`config.mk`:
```
export PLATFORM = sky130hd
export DESIGN_NAME = agu_nd_flat
export DESIGN_NICKNAME = d
export VERILOG_FILES = /design/src/rtl/agu_pkg.sv /design/src/rtl/agu_nd_if.sv /design/src/rtl/agu_dim_cnt.sv /design/src/rtl/agu_nd.sv /design/src/flat_wrapper.sv
export SDC_FILE = /design/constraint.sdc
export NUM_CORES = 1
export LEC_CHECK = 0
export ABC_AREA = 1
export CORE_MARGIN = 2
export CORE_UTILIZATION = 25
export CTS_CLUSTER_SIZE = 16
export DETAILED_ROUTE_END_ITERATION = 10
export SLEW_MARGIN = 40
export SYNTH_ARGS = -nofsm -noshare
export SYNTH_HDL_FRONTEND = slang
export SYNTH_SLANG_ARGS = --single-unit
```
`constraint.sdc`:
```
create_clock -name clk -period 4.1 [get_ports clk]
set_clock_uncertainty 0.2 [all_clocks]
set_input_delay 0.615 -clock clk [delete_from_list [all_inputs] [get_ports clk]]
set_output_delay 0.615 -clock clk [all_outputs]
set_load 0.05 [all_outputs]
```
`src/rtl/agu_pkg.sv`:
```
// Package for the N-dimensional address generation unit (agu_nd).
// Holds the default geometry, the FSM state type and helpers that pull one
// level's length or jump out of the flat packed configuration buses.
package agu_pkg;

  localparam int AGU_BWADDR   = 21;
  localparam int AGU_BWLENGTH = 8;
  localparam int AGU_NDIM     = 5;

  // Widest flat config bus the slicing helpers accept (8 levels x 32 bits).
  localparam int AGU_MAXVEC = 256;

  typedef enum logic {
    IDLE = 1'b0,
    RUN  = 1'b1
  } state_t;

  // Generic field extractor: level k of a vector packed with bw-bit fields,
  // level 0 in the LSBs. Callers truncate the result to their field width.
  function automatic logic [31:0] agu_field(input logic [AGU_MAXVEC-1:0] vec,
                                            input int bw, input int k);
    return 32'(vec >> (k * bw));
  endfunction

  function automatic logic [31:0] len_field(input logic [AGU_MAXVEC-1:0] vec,
                                            input int bwlength, input int k);
    return agu_field(vec, bwlength, k);
  endfunction

  function automatic logic [31:0] jump_field(input logic [AGU_MAXVEC-1:0] vec,
                                             input int bwaddr, input int k);
    return agu_field(vec, bwaddr, k);
  endfunction

endpackage

```
`src/rtl/agu_nd_if.sv`:
```
// Address stream interface between agu_nd and its consumer (RAM port).
//
// Handshake: a beat transfers on a rising clk edge where addr_valid and
// addr_ready are both 1 ("fire"). While addr_valid=1 and addr_ready=0 the
// producer holds addr_out steady; addr_valid never drops before its beat
// fires. zc_out/last_out are qualified by fire and are 0 otherwise.
//
// Signals: addr_valid, addr_ready, addr_out[BWADDR], zc_out[NDIM-1], last_out.
// Modports: master (agu_nd), slave (consumer).
interface agu_nd_if
  import agu_pkg::*;
#(
  parameter int BWADDR = AGU_BWADDR,
  parameter int NDIM   = AGU_NDIM
);
  logic              addr_valid;
  logic              addr_ready;
  logic [BWADDR-1:0] addr_out;
  logic [NDIM-2:0]   zc_out;
  logic              last_out;

  modport master (output addr_valid, output addr_out, output zc_out,
                  output last_out, input addr_ready);
  modport slave  (input addr_valid, input addr_out, input zc_out,
                  input last_out, output addr_ready);
endinterface

```
`src/rtl/agu_dim_cnt.sv`:
```
// One loop level of agu_nd: a down counter with load, decrement and a zero
// flag. Load wins over decrement; clr (sync, active-high) wins over both.
// Ports: clk, clr, load, dec, load_val[BWLENGTH], zero.
module agu_dim_cnt #(
  parameter int BWLENGTH = 8
) (
  input  logic                clk,
  input  logic                clr,
  input  logic                load,
  input  logic                dec,
  input  logic [BWLENGTH-1:0] load_val,
  output logic                zero
);
  logic [BWLENGTH-1:0] count;

  always_ff @(posedge clk) begin
    if (clr)       count <= '0;
    else if (load) count <= load_val;
    else if (dec)  count <= count - BWLENGTH'(1);
  end

  assign zero = (count == '0);
endmodule

```
`src/rtl/agu_nd.sv`:
```
// agu_nd: N-dimensional address generation unit. Walks a loop nest of NDIM
// levels (NDIM-1 length counters plus an outermost jump) from a base address,
// emitting one address per fired beat on the agu_nd_if master port.
//
// Ports: clk, clr (sync, active-high), start, base[BWADDR],
//        lengths[(NDIM-1)*BWLENGTH], jumps[NDIM*BWADDR], busy,
//        dbg_state (FSM state), bus (agu_nd_if.master).
// Optional macro AGU_ND_CONT_EN: adds input cont; a job launched with cont=1
//        wraps forever (adds the outermost jump, reloads every counter) and
//        only clr stops it.
module agu_nd
  import agu_pkg::*;
#(
  parameter int BWADDR   = AGU_BWADDR,
  parameter int BWLENGTH = AGU_BWLENGTH,
  parameter int NDIM     = AGU_NDIM
) (
  input  logic                         clk,
  input  logic                         clr,
  input  logic                         start,
`ifdef AGU_ND_CONT_EN
  input  logic                         cont,
`endif
  input  logic [BWADDR-1:0]            base,
  input  logic [(NDIM-1)*BWLENGTH-1:0] lengths,
  input  logic [NDIM*BWADDR-1:0]       jumps,
  output logic                         busy,
  output state_t                       dbg_state,
  agu_nd_if.master                     bus
);

  state_t state_q, state_d;

  logic [NDIM-2:0][BWLENGTH-1:0] len_q, len_in, cnt_val;
  logic [NDIM-1:0][BWADDR-1:0]   jump_q, jump_in;
  logic [BWADDR-1:0]             addr_q, jsel;
  logic [NDIM-2:0]               zero, pre_zero, cnt_load, cnt_dec;
  logic                          fire, launch, all_zero, finish, advance;
  logic                          cont_q;
  logic                          acc, found;

  assign fire     = bus.addr_valid & bus.addr_ready;
  assign launch   = (state_q == IDLE) & start;
  assign all_zero = pre_zero[NDIM-2];
  // Final beat ends the job unless it was launched in continuous mode.
  assign finish   = fire & all_zero & ~cont_q;
  assign advance  = fire & ~finish;

  always_comb begin
    for (int k = 0; k < NDIM - 1; k++)
      len_in[k] = BWLENGTH'(len_field(AGU_MAXVEC'(lengths), BWLENGTH, k));
    for (int k = 0; k < NDIM; k++)
      jump_in[k] = BWADDR'(jump_field(AGU_MAXVEC'(jumps), BWADDR, k));
  end

  // pre_zero[k]: counters 0..k all zero. Levels below the first non-zero
  // counter (m) reload; level m itself decrements; higher levels hold.
  always_comb begin
    pre_zero = '0;
    cnt_load = '0;
    cnt_dec  = '0;
    cnt_val  = len_q;
    acc      = 1'b1;
    for (int k = 0; k < NDIM - 1; k++) begin
      cnt_dec[k]  = advance & ~zero[k] & acc;
      acc         = acc & zero[k];
      pre_zero[k] = acc;
      cnt_load[k] = launch | (advance & acc);
      if (launch) cnt_val[k] = len_in[k];
    end
  end

  // Jump select: j[m] for the first non-zero level, j[NDIM-1] on a wrap.
  always_comb begin
    jsel  = jump_q[NDIM-1];
    found = 1'b0;
    for (int k = 0; k < NDIM - 1; k++) begin
      if (!found && !zero[k]) begin
        jsel  = jump_q[k];
        found = 1'b1;
      end
    end
  end

  for (genvar k = 0; k < NDIM - 1; k++) begin : g_cnt
    agu_dim_cnt #(.BWLENGTH(BWLENGTH)) u_cnt (
      .clk      (clk),
      .clr      (clr),
      .load     (cnt_load[k]),
      .dec      (cnt_dec[k]),
      .load_val (cnt_val[k]),
      .zero     (zero[k])
    );
  end

  always_comb begin
    state_d = state_q;
    case (state_q)
      IDLE:    if (start)  state_d = RUN;
      RUN:     if (finish) state_d = IDLE;
      default: state_d = IDLE;
    endcase
  end

  always_ff @(posedge clk) begin
    if (clr) begin
      state_q <= IDLE;
      addr_q  <= '0;
      len_q   <= '0;
      jump_q  <= '0;
`ifdef AGU_ND_CONT_EN
      cont_q  <= 1'b0;
`endif
    end else begin
      state_q <= state_d;
      if (launch) begin
        addr_q <= base;
        len_q  <= len_in;
        jump_q <= jump_in;
`ifdef AGU_ND_CONT_EN
        cont_q <= cont;
`endif
      end else if (advance) begin
        addr_q <= addr_q + jsel;  // modulo 2^BWADDR, jumps are two's complement
      end
    end
  end

`ifndef AGU_ND_CONT_EN
  assign cont_q = 1'b0;
`endif

  assign busy           = (state_q == RUN);
  assign dbg_state      = state_q;
  assign bus.addr_valid = (state_q == RUN);
  assign bus.addr_out   = addr_q;
  assign bus.zc_out     = fire ? pre_zero : '0;
  assign bus.last_out   = fire & all_zero;

endmodule

```
`src/flat_wrapper.sv`:
```
// flat-port wrapper written by rule: the top's interface ports become plain ports
module agu_nd_flat import agu_pkg::*;
#(
  parameter int BWADDR   = AGU_BWADDR,
  parameter int BWLENGTH = AGU_BWLENGTH,
  parameter int NDIM     = AGU_NDIM
)
  (clk, clr, start, base, lengths, jumps, busy, dbg_state, bus_addr_valid, bus_addr_out, bus_zc_out, bus_last_out, bus_addr_ready);
  agu_nd_if #(.BWADDR(BWADDR), .NDIM(NDIM)) bus_i ();
  input  logic clk;
  input  logic clr;
  input  logic start;
  input  logic [BWADDR-1:0] base;
  input  logic [(NDIM-1)*BWLENGTH-1:0] lengths;
  input  logic [NDIM*BWADDR-1:0] jumps;
  output logic busy;
  output state_t dbg_state;
  output wire logic [$bits(bus_i.addr_valid)-1:0] bus_addr_valid;
  output wire logic [$bits(bus_i.addr_out)-1:0] bus_addr_out;
  output wire logic [$bits(bus_i.zc_out)-1:0] bus_zc_out;
  output wire logic [$bits(bus_i.last_out)-1:0] bus_last_out;
  input wire logic [$bits(bus_i.addr_ready)-1:0] bus_addr_ready;
  assign bus_addr_valid = bus_i.addr_valid;
  assign bus_addr_out = bus_i.addr_out;
  assign bus_zc_out = bus_i.zc_out;
  assign bus_last_out = bus_i.last_out;
  assign bus_i.addr_ready = bus_addr_ready;
  agu_nd #(.BWADDR(BWADDR), .BWLENGTH(BWLENGTH), .NDIM(NDIM)) u_core (.clk(clk), .clr(clr), .start(start), .base(base), .lengths(lengths), .jumps(jumps), .busy(busy), .dbg_state(dbg_state), .bus(bus_i));
endmodule
```
==> Word-level counts from Yosys, hierarchy flattened <==
Cells that the tools add are included.
{ "totals": {"input_bits": 162, "output_inout_bits": 29, "word_cells": 90, "regBits": 191} }
{ "op_classes": {"n_reduce_logical": 17, "addsub": 5, "n_mux": 25, "bitwise": 28} }
{ "op_table": {"columns": ["cell", "n"], "rows": [
  ["$mux W21", 6],
  ["$mux W8", 12],
  ["$logic_not A8 Y1", 4],
  ["$sub A8 B1 Y8 const B", 4],
  ["$add A21 B21 Y21", 1],
  ["$and A1 B1 Y1", 18],
  ["$reduce_bool A2 Y1", 5],
  ["$not A1 Y1", 6],
  ["$logic_not A1 Y1", 5],
  ["$mux W1", 5],
  ["$mux W4", 1],
  ["$or A1 B1 Y1", 4],
  ["$logic_and A1 B1 Y1", 3],
  ["$pmux W1 S2", 1]
]} }

==> Longest topological paths before layout <==
Gate-level depths: netlist of run 1.
{ "logic_depth": {"depth_word": 13, "depth_mapped": 24, "mapped_depth_nobuf": 23} }

==> Hierarchy <==
Synthesis of run 1 repeated with hierarchy kept, for this count alone.
{ "unflattened": {"cells_unflattened": 1526, "hier_area_um2": 10102.2} }
{ "by_module_without_submodules": {"columns": ["module", "n_inst", "seq_area_each_um2", "cells_each", "area_per_inst_um2"], "rows": [
  ["agu_nd", 1, 3183.1, 1202, 7950.1],
  ["agu_dim_cnt", 4, 160.2, 81, 538.0]
]} }

==> Worst setup path after synthesis of run 1 <==
No wires, ideal clock.
{ "synth_path": {"path_type": "reg2out", "startpoint": "reg u_core.state_q, in the netlist u_core.bus.addr_valid", "endpoint": "out bus_zc_out[3]", "path_buffers": 1, "required_time_ns": 3.285, "arrival_time_ns": 2.970, "path_slack_ns": 0.315, "path_stages_with_launch": 6, "cell_sequence": "dfxtp_1 -> nand2_1 -> nor2_4 -> nand2_4 -> nor3_1 -> buf_4"} }
{ "synth_between": {"elab_chain_len": 2} }
{ "synth_rtl": {"columns": ["element", "line", "source"], "rows": [
  ["from (decl)", "agu_nd.sv:32", "state_t state_q, state_d;"],
  ["from (signal assigned)", "agu_nd.sv:115", "state_q <= state_d;"],
  ["$and A1 B1 Y1", "agu_nd.sv:42", "assign fire = bus.addr_valid & bus.addr_ready;"],
  ["$mux W4", "agu_nd.sv:137", "assign bus.zc_out = fire ? pre_zero : '0;"],
  ["to (decl)", "flat_wrapper.sv:20", "output wire logic [$bits(bus_i.zc_out)-1:0] bus_zc_out;"]
]} }
Every way passes these cells.

==> Worst setup path after layout of run 1 <==
{ "layout_path": {"startpoint": "reg u_core.g_cnt[0].u_cnt.count[1]", "endpoint": "reg u_core.addr_q[12], in the netlist u_core.bus.addr_out[12]"} }
{ "layout_between": {"elab_chain_len": 12, "elab_cells_between_ends": 23, "classes_between": "add/sub (1); mux (9); bitwise (6); reduce/logical (7)"} }
{ "layout_rtl": {"columns": ["element", "line", "source"], "rows": [
  ["from (decl)", "agu_dim_cnt.sv:14", "logic [BWLENGTH-1:0] count;"],
  ["from (signal assigned)", "agu_dim_cnt.sv:18", "else if (load) count <= load_val;"],
  ["from (signal assigned)", "agu_dim_cnt.sv:19", "else if (dec) count <= count - BWLENGTH'(1);"],
  ["$logic_not A8 Y1 *", "agu_dim_cnt.sv:22", "assign zero = (count == '0);"],
  ["$mux W1 or $logic_and A1 B1 Y1 (tied branches)", "agu_nd.sv:78", "if (!found && !zero[k]) begin"],
  ["$mux W1", "agu_nd.sv:78", null],
  ["$logic_not A1 Y1", "agu_nd.sv:78", null],
  ["$logic_and A1 B1 Y1", "agu_nd.sv:78", null],
  ["$mux W1", "agu_nd.sv:78", null],
  ["$logic_not A1 Y1", "agu_nd.sv:78", null],
  ["$logic_and A1 B1 Y1", "agu_nd.sv:78", null],
  ["$mux W21", "agu_nd.sv:78", null],
  ["$add A21 B21 Y21", "agu_nd.sv:124", "addr_q <= addr_q + jsel;"],
  ["$mux W21", "agu_nd.sv:123", "end else if (advance) begin"],
  ["$mux W21", "agu_nd.sv:116", "if (launch) begin"],
  ["to (signal assigned)", "agu_nd.sv:117", "addr_q <= base;"],
  ["to (signal assigned)", "agu_nd.sv:124", null],
  ["to (decl)", "agu_nd.sv:36", "logic [BWADDR-1:0] addr_q, jsel;"]
]} }
Mark *: on every way between the ends. The rest lies on a longest branch, timed or not. The select of a mux whose other input is x is not followed.
A chain may end at the register's enable or synchronous reset.

==> results.ini, run 1 <==
[status]
status = finished, final reports clean

[global_routing]
antenna_found_initial = 0
grt_pass1_wl_um = 49500
grt_pass1_vias = 8862
gr-total-overflow = 0
grt_usage_pct = 16.6
grt_start_max_net_pins = 107

[place]
numPlacedInstances = 1919
place.port_buffers = 190
dp_hpwl_um = 24400
routabilityCongestion = 0.911

[clock_tree]
cts.sinks = 183
cts_hold_buf = 0
cts.path.max_buffers = 2
htree_levels = 4
cts_buffers = 17
clkTransAtPathRegs_ns = 0.08
cts_root_buf = clkbuf_16
clock_latency_ns = 0.45
cts_tree = yes

[floorplan]
coreArea_um2 = 36600
die_h_um = 197
dieArea_um2 = 38700
dieWidth_um = 197
start_util_pct = 25.4
io_pins = 191
rows = 70

[min_path]
min_delay_path_depth = 2
hold_class = flip-flop to flip-flop
hold_end = u_core.jump_q[62]
holdCritStartpoint = u_core.jump_q[62]

[power]
switching_power_mw = 2.02
leakage_nw = 5.30
clockPowerShare_pct = 29.8
switching_share_pct = 36.8
p_int_mw = 3.47
ir_worst_vdd_mv = 0.278
combinationalPowerShare_pct = 32.8
p_per_area_nw_per_um2 = 444
p_seq_share_pct = 37.4

[worst_setup_path]
cpPeakStageDelay_ns = 0.33
end_kind = flip-flop
crit_family = simple AND/OR/NAND/NOR gates
start_kind = flip-flop
critPathKind = flip-flop to flip-flop
r2r_cells = 20
required_ns = 4.24
worstPathBufferInverterCount = 4
cp_slowest_cell = dfxtp_1
r2r-end = u_core.bus.addr_out[12]
timing.rr.start = u_core.g_cnt[0].u_cnt.count[1]
crit_arrival_ns = 3.90
r2r_slack_ns = 0.34
crit_chain = inv_1, ha_1, nand2_1, nor2_8, nand2_1, buf_12, o22ai_1, o311ai_0, o21ai_0, inv_1, ha_1, a21oi_1, nor2_1, nor2_1, o21ai_2, a21oi_1, inv_1, or2_2, nand3_1, a21oi_1
worst-path-max-fanout = 19

[sta]
hold_viol = 0
period_share_pct = 91.7
finalSetupViolCount = 0
min_period_ns = 3.76
slew_violations = 0
slew-limit-headroom_pct = 52.7
hold_slack_ns = 0.276
worst_pin_slew_ns = 0.710
timing.fmax_mhz = 266

[detailed_routing]
drt_iter0_markers = 709
firstDrtPassIters = 6
drc_errors = 0
route.vias.total = 9258
postRouteAntennaNets = 0
routed_wirelength_um = 32300
via_per_inst = 4.74
wl_per_cell_um = 16.5

[synth]
syn_area_per_cell_um2 = 7.12
ys_seq_area_share_pct = 39.4
ys_seq_elements = 183
synth_top_flop_cell = dfxtp_1
yosysWarnings = 0
synthCells = 1305
ys_types = 45
synth_edf_count = 0
syn_nets = 1493
syn-cell-area_um2 = 9290
synth-async-reset-ratio_pct = 0

[layout]
final_util_pct = 33.8
register_area_um2 = 3660
drive_gt1_share_pct = 7.41
area_delta_synth_final_pct = 33.3
n_fill_cell = 3907
diodes = 0
multi_input_area_um2 = 5000
nNetsFinal = 1659
fin_cells = 1952

[flow_run]
max-cap-violations = 0

[through the flow]
stage / area [um2] / power, mW / TNS [ns] / setup slack, ns
after detailed placement: 11700 / 3.86 / 0 / 0.225
after global routing: 12400 / 5.81 / -0.00577 / -0.00296
final: 12400 / 5.49 / 0 / 0.341
after floorplan: 9290 / 3.19 / 0 / 0.315
after global placement: 11700 / 3.86 / 0 / 0.288
after CTS: 12300 / 5.50 / 0 / 0.0655
[cells in the mapped netlist, types with 3 or more instances]
| master | n | area [um2] |
|---|---|---|
| a211oi_1 | 3 | 22.5 |
| a21oi_1 | 83 | 415 |
| a31oi_1 | 11 | 68.8 |
| buf_1 | 3 | 11.3 |
| buf_2 | 10 | 50.1 |
| buf_4 | 5 | 37.5 |
| clkbuf_1 | 60 | 225 |
| dfxtp_1 | 183 | 3660 |
| ha_1 | 25 | 313 |
| inv_1 | 80 | 300 |
| inv_2 | 6 | 22.5 |
| mux2i_1 | 25 | 250 |
| nand2_1 | 143 | 537 |
| nand3_1 | 22 | 110 |
| nand4_1 | 8 | 50.1 |
| nor2_1 | 304 | 1140 |
| nor2_2 | 3 | 18.8 |
| nor2_4 | 6 | 67.6 |
| nor3_1 | 10 | 50.1 |
| o211ai_1 | 4 | 30.0 |
| o21ai_0 | 199 | 996 |
| o21ai_1 | 12 | 60.1 |
| o21bai_1 | 13 | 97.6 |
| o22ai_1 | 21 | 131 |
| o311ai_0 | 8 | 70.1 |
| xnor2_1 | 15 | 131 |
| xor2_1 | 19 | 166 |
[timing repair]
| item | 4_1_cts | 5_1_grt |
|---|---|---|
| hold endpoints to repair | 0 | 0 |
| endpoints found under the setup margin | 0 | 13 |
| resized for setup | 0 | 20 |
| setup buffers | 0 | 1 |
[logic make-up after synthesis]
kind of cell / count (synthesis) / synth area share, %
AND/OR/NAND/NOR: 508 / 22.5
AO/OA/AOI/OAI: 363 / 21.4
flip-flops: 183 / 39.4
buffers and inverters: 166 / 7.15
XOR/XNOR: 34 / 3.21
adder cells (fa/ha/maj): 26 / 3.58
multiplexers: 25 / 2.69
[power groups by stage]
stage,Combinational [mW],Clock [mW],Sequential (mW)
6_report,1.80,1.64,2.05
5_1_grt,2.00,1.74,2.07
2_1_floorplan,1.03,0,2.16
3_3_place_gp,1.77,0,2.09
4_1_cts,1.78,1.67,2.05
3_5_place_dp,1.77,0,2.09
[registers in the layout (all words and copies together) (netlist names)]
name	count
u_core.jump_q	105
u_core.g_cnt.u_cnt.count	32
u_core.bus.addr_valid	1
u_core.len_q	24
u_core.bus.addr_out	21
[layout by cell type, fill, tap and decap left out, types with 3 or more instances in the layout]
cell type	n
nor2_1	302
o21ai_0	198
clkdlybuf4s50_1	188
dfxtp_1	183
nand2_1	141
a21oi_1	83
inv_1	78
buf_4	33
mux2i_1	25
ha_1	24
nand3_1	22
o22ai_1	20
xor2_1	19
clkbuf_16	17
xnor2_1	15
o21bai_1	13
o21ai_1	12
a31oi_1	11
nand4_1	8
nor3_1	8
nor2_4	6
inv_6	6
nor2_2	5
o311ai_0	5
inv_2	5
inv_8	5
o211ai_1	4
nand2_2	4
a211oi_1	3
o311ai_1	3
clkinv_2	3
buf_12	3
[worst register-to-register path: cells and delay by family, from the launching register on]
| family | cells | cell delay (ns) |
|---|---|---|
| flops | 1 | 0.33 |
| compound gates | 7 | 1.10 |
| simple gates | 7 | 1.10 |
| fa+ha+maj | 2 | 0.53 |
| buf+inv | 4 | 0.42 |
[how the worst max path moves through the flow]
stage	cells after the start	from	slack, ns	to
detailed placement	22	u_core.g_cnt[2].u_cnt.count[0]	0.22	u_core.bus.addr_out[16]
global placement	22	u_core.g_cnt[2].u_cnt.count[0]	0.29	u_core.bus.addr_out[16]
finish	20	u_core.g_cnt[0].u_cnt.count[1]	0.34	u_core.bus.addr_out[12]
floorplan	5	u_core.bus.addr_valid	0.32	bus_zc_out[3]
global route	21	u_core.g_cnt[3].u_cnt.count[0]	-0.003	u_core.bus.addr_out[9]
CTS	10	u_core.g_cnt[0].u_cnt.count[1]	0.07	bus_zc_out[3]
[per-layer routing]
metal	global-route usage [%]	vias up	wire, um
li1	-	4664	-
met1	23.9	4230	15700
met2	25.0	334	13800
met3	3.15	30	2190
met4	4.73	0	644
met5	0	-	0
[area by class of cell]
class,instances,area share [%]
multi-input combinational,956,40.4
sequential,183,29.6
timing repair buffer,226,17.9
tap,468,4.73
clock buffer,17,3.44
inverter,87,2.73
clock inverter,15,1.21
No activity file was read; power rests on OpenSTA's default activity.
==> run 2, diff against run 1 <==
- SYNTH_HIERARCHICAL: unset -> 1
==> run 2 against run 1 <==
Synthesized area increased by 8.7%. Count of clock-buffer cells in the layout is 4 higher. Routed wire length is 9.6% higher. Final cell count grew 14%. Global-route usage is 0.36 points higher. Cell area grew 5.5%. Worst setup slack worse by 0.14 ns. Register-to-register slack lost 0.14 ns. Synthesized cell count rose by 17%. Largest cell class unchanged.
==> results.ini, run 2 <==
[status]
status = finished, final reports clean

[synth]
yosysTopAreaCell = dfxtp_1
syn-cell-area_um2 = 10100  ; +8.7%
synth_compound_area_share_pct = 17.8  ; -3.6 points
synth_common_cells = nand2_1, nor2_1, dfxtp_1
ys_seq_area_share_pct = 37.8  ; -1.6 points
synth_top_family_by_area = simple AND/OR/NAND/NOR gates
syn_area_per_cell_um2 = 6.62  ; -7.0%
synth.most_common_cell = nand2_1
synth_top_flop_cell = dfxtp_1
ys_types = 38  ; -16%
synth-xor-area-share_pct = 1.04  ; -2.2 points
synthAdderAreaFrac_pct = 3.67  ; +0.084 points
synth_top_area_share_pct = 37.8  ; -1.6 points
synth.mux.area_fraction_pct = 0  ; -2.7 points
synth_simple_gate_area_share_pct = 31.2  ; +8.7 points
synth.area.top_cells = dfxtp_1, nand2_1, nor2_1
synthCells = 1526  ; +17%
syn_nets = 1717  ; +15%
synth_edf_count = 0  ; unchanged
synth-async-reset-ratio_pct = 0  ; unchanged
yosysWarnings = 6  ; +6
ys_seq_elements = 191  ; +4.4%

[sta]
period_share_pct = 95.2  ; +3.5 points
rsz0062_at_grt = no
finalSetupViolCount = 0  ; unchanged
timing.fmax_mhz = 256  ; -3.7%
worst_pin_slew_ns = 0.767  ; +0.0570 ns
setup_tns_ns = 0  ; unchanged
hold_viol = 0  ; unchanged
slew_violations = 0  ; unchanged
min_period_ns = 3.90  ; +0.145 ns
slew-limit-headroom_pct = 48.9  ; -3.8 points

[layout]
n_fill_cell = 4407  ; +13%
nNetsFinal = 1871  ; +13%
fin_cells = 2218  ; +14%
mostFrequentLayoutCells = nand2_1, nor2_1, dfxtp_1
drive_gt1_share_pct = 7.21  ; -0.20 points
area_delta_synth_final_pct = 29.3
reg_top3 = u_core/jump_q: 105 flops, u_core/g_cnt.u_cnt/count: 32 flops, u_core/len_q: 32 flops
final_util_pct = 32.8  ; -1.0 points
top_register = u_core/jump_q
largest_reg_flops = 105  ; unchanged
final_area_um2 = 13100  ; +5.5%
final_common_cell = nand2_1

[clock_tree]
clock_latency_ns = 0.45  ; about the same
cts_buffers = 17  ; unchanged
post_cts.repair.setup_buffers = 0  ; unchanged
cts.sinks = 191  ; +4.4%
cts_tree = yes
clkTransAtPathRegs_ns = 0.07  ; about the same
cts_root_buf = clkbuf_16
cts_hold_buf = 0  ; unchanged
cts.path.max_buffers = 2  ; unchanged
htree_levels = 4  ; unchanged
cts_resized = 0  ; unchanged

[place]
numPlacedInstances = 2186  ; +14%
dp_hpwl_um = 26600  ; +9.2%
placed_area_um2 = 12500  ; +6.3%
place.port_buffers = 190  ; unchanged
routabilityCongestion = 0.866  ; -5.0%

[floorplan]
dieArea_um2 = 42000  ; +8.6%
io_pins = 191  ; unchanged
dieWidth_um = 205  ; +4.2%
start_util_pct = 25.4  ; about the same
rows = 73  ; +4.3%
coreArea_um2 = 39800  ; +8.8%
die_h_um = 205  ; +4.2%

[worst_setup_path]
start_kind = flip-flop
critPathKind = flip-flop to flip-flop
crit_family = simple AND/OR/NAND/NOR gates
cpPeakStageDelay_ns = 0.44  ; +0.11 ns
r2r_slack_ns = 0.20  ; -0.14 ns
timing.rr.start = u_core/g_cnt[1].u_cnt/count[1]
required_ns = 4.20  ; -0.04 ns
crit_chain = inv_1, ha_1, nand3_1, nor2_1, buf_12, inv_1, nand2_1, clkinv_1, buf_4, a22o_1, o22ai_1, o21ai_0, ha_1, nand2_1, nor3_1, nand3_1, nand4_1, nand3_1, nand2_1, a21oi_1
cp_slowest_cell = ha_1
crit_arrival_ns = 4.01  ; +0.11 ns
end_kind = flip-flop
worst-path-max-fanout = 10  ; -9
r2r-end = u_core/bus.addr_out[19]
worstPathBufferInverterCount = 5  ; +1
r2r_cells = 20  ; unchanged

[power]
leakage_nw = 5.68  ; +7.3%
p_per_area_nw_per_um2 = 470  ; +6.0%
ir_worst_vdd_mv = 0.249  ; -11%

[detailed_routing]
postRouteAntennaNets = 0  ; unchanged
firstDrtPassIters = 5  ; -1
drc_errors = 0  ; unchanged
route.vias.total = 10365  ; +12%
wl_per_cell_um = 15.9  ; -3.5%
routed_wirelength_um = 35400  ; +9.6%
via_per_inst = 4.67  ; -1.5%
drt_iter0_markers = 669  ; -5.6%

[min_path]
min_delay_path_depth = 2  ; unchanged
hold_end = u_core/jump_q[94]
holdCritStartpoint = u_core/jump_q[94]
hold_class = flip-flop to flip-flop

[global_routing]
grt_usage_pct = 16.9  ; +0.36 points
antenna_found_initial = 1  ; +1
grt_pass1_vias = 10043  ; +13%
grt_start_max_net_pins = 155  ; +45%
gr-total-overflow = 0  ; unchanged
grt_pass1_wl_um = 54700  ; +10%

[flow_run]
max-cap-violations = 0  ; unchanged

[run 2: worst max path at each step]
stage,startpoint,end,cells past startpoint,slack (ns)
finish,u_core/g_cnt[1].u_cnt/count[1],u_core/bus.addr_out[19],20,0.20
global route,u_core/g_cnt[1].u_cnt/count[1],u_core/bus.addr_out[19],24,0.01
CTS,u_core/g_cnt[1].u_cnt/count[1],u_core/bus.addr_out[19],20,0.24
detailed placement,u_core/g_cnt[1].u_cnt/count[1],u_core/bus.addr_out[19],20,0.25
global placement,u_core/g_cnt[1].u_cnt/count[1],u_core/bus.addr_out[19],20,0.17
floorplan,u_core/g_cnt[1].u_cnt/count[1],u_core/bus.addr_out[12],23,0.50
[run 2: per-stage QoR]
step                hold WS [ns]  worst slack, ns  total power, mW
floorplan                  0.230            0.504             3.67
global placement           0.241            0.167             4.52
detailed placement         0.248            0.252             4.51
CTS                        0.259            0.236             6.20
global route               0.285          0.00991             6.54
finish                     0.255            0.196             6.15
[run 2: worst reg2reg max path: stages, from the launching register on]
cell,delay [ns]
dfxtp_1,0.32
inv_1,0.11
ha_1,0.16
nand3_1,0.07
nor2_1,0.20
buf_12,0.16
inv_1,0.05
nand2_1,0.07
clkinv_1,0.15
buf_4,0.22
a22o_1,0.20
o22ai_1,0.23
o21ai_0,0.20
ha_1,0.44
nand2_1,0.13
nor3_1,0.31
nand3_1,0.20
nand4_1,0.14
nand3_1,0.08
nand2_1,0.07
a21oi_1,0.05
[run 2: cell families (layout without fill, tap and decap cells)]
group	Yosys count	count (layout)
and+or+nand+nor	752	752
xor gates and xnor gates	12	12
adders and majority gates	29	29
other	0	1
buffers and inverters	202	368
DFF	191	191
AOI/OAI and AO/OA	340	340
[run 2: metal layers]
metal	vias to the layer above	routed length, um	GRT usage (%)
li1	5248	-	-
met1	4791	16000	21.8
met2	295	16700	28.3
met3	31	1950	3.04
met4	0	736	5.76
met5	-	0	0
[run 2: area by class of cell]
class / instances / area, um2 / area share (%)
clock buffers: 21 / 460 / 3.52
well taps: 525 / 657 / 5.03
flip-flops and latches: 191 / 3820 / 29.3
multi-input cells: 1133 / 5440 / 41.7
repair buffers: 209 / 2080 / 15.9
inverters: 128 / 490 / 3.75
diodes: 1 / 2.50 / 0.0192
clock inverters: 10 / 104 / 0.795
[run 2: power breakdown]
group	internal, mW	switching (mW)
Sequential	2.02	0.132
Clock	0.877	0.785
Combinational	0.824	1.50
==> run 3, diff against run 2 <==
- TNS_END_PERCENT: unset -> 100
==> results of run 3 <==
Final layout, timing and power as in run 2 (identical DEF).
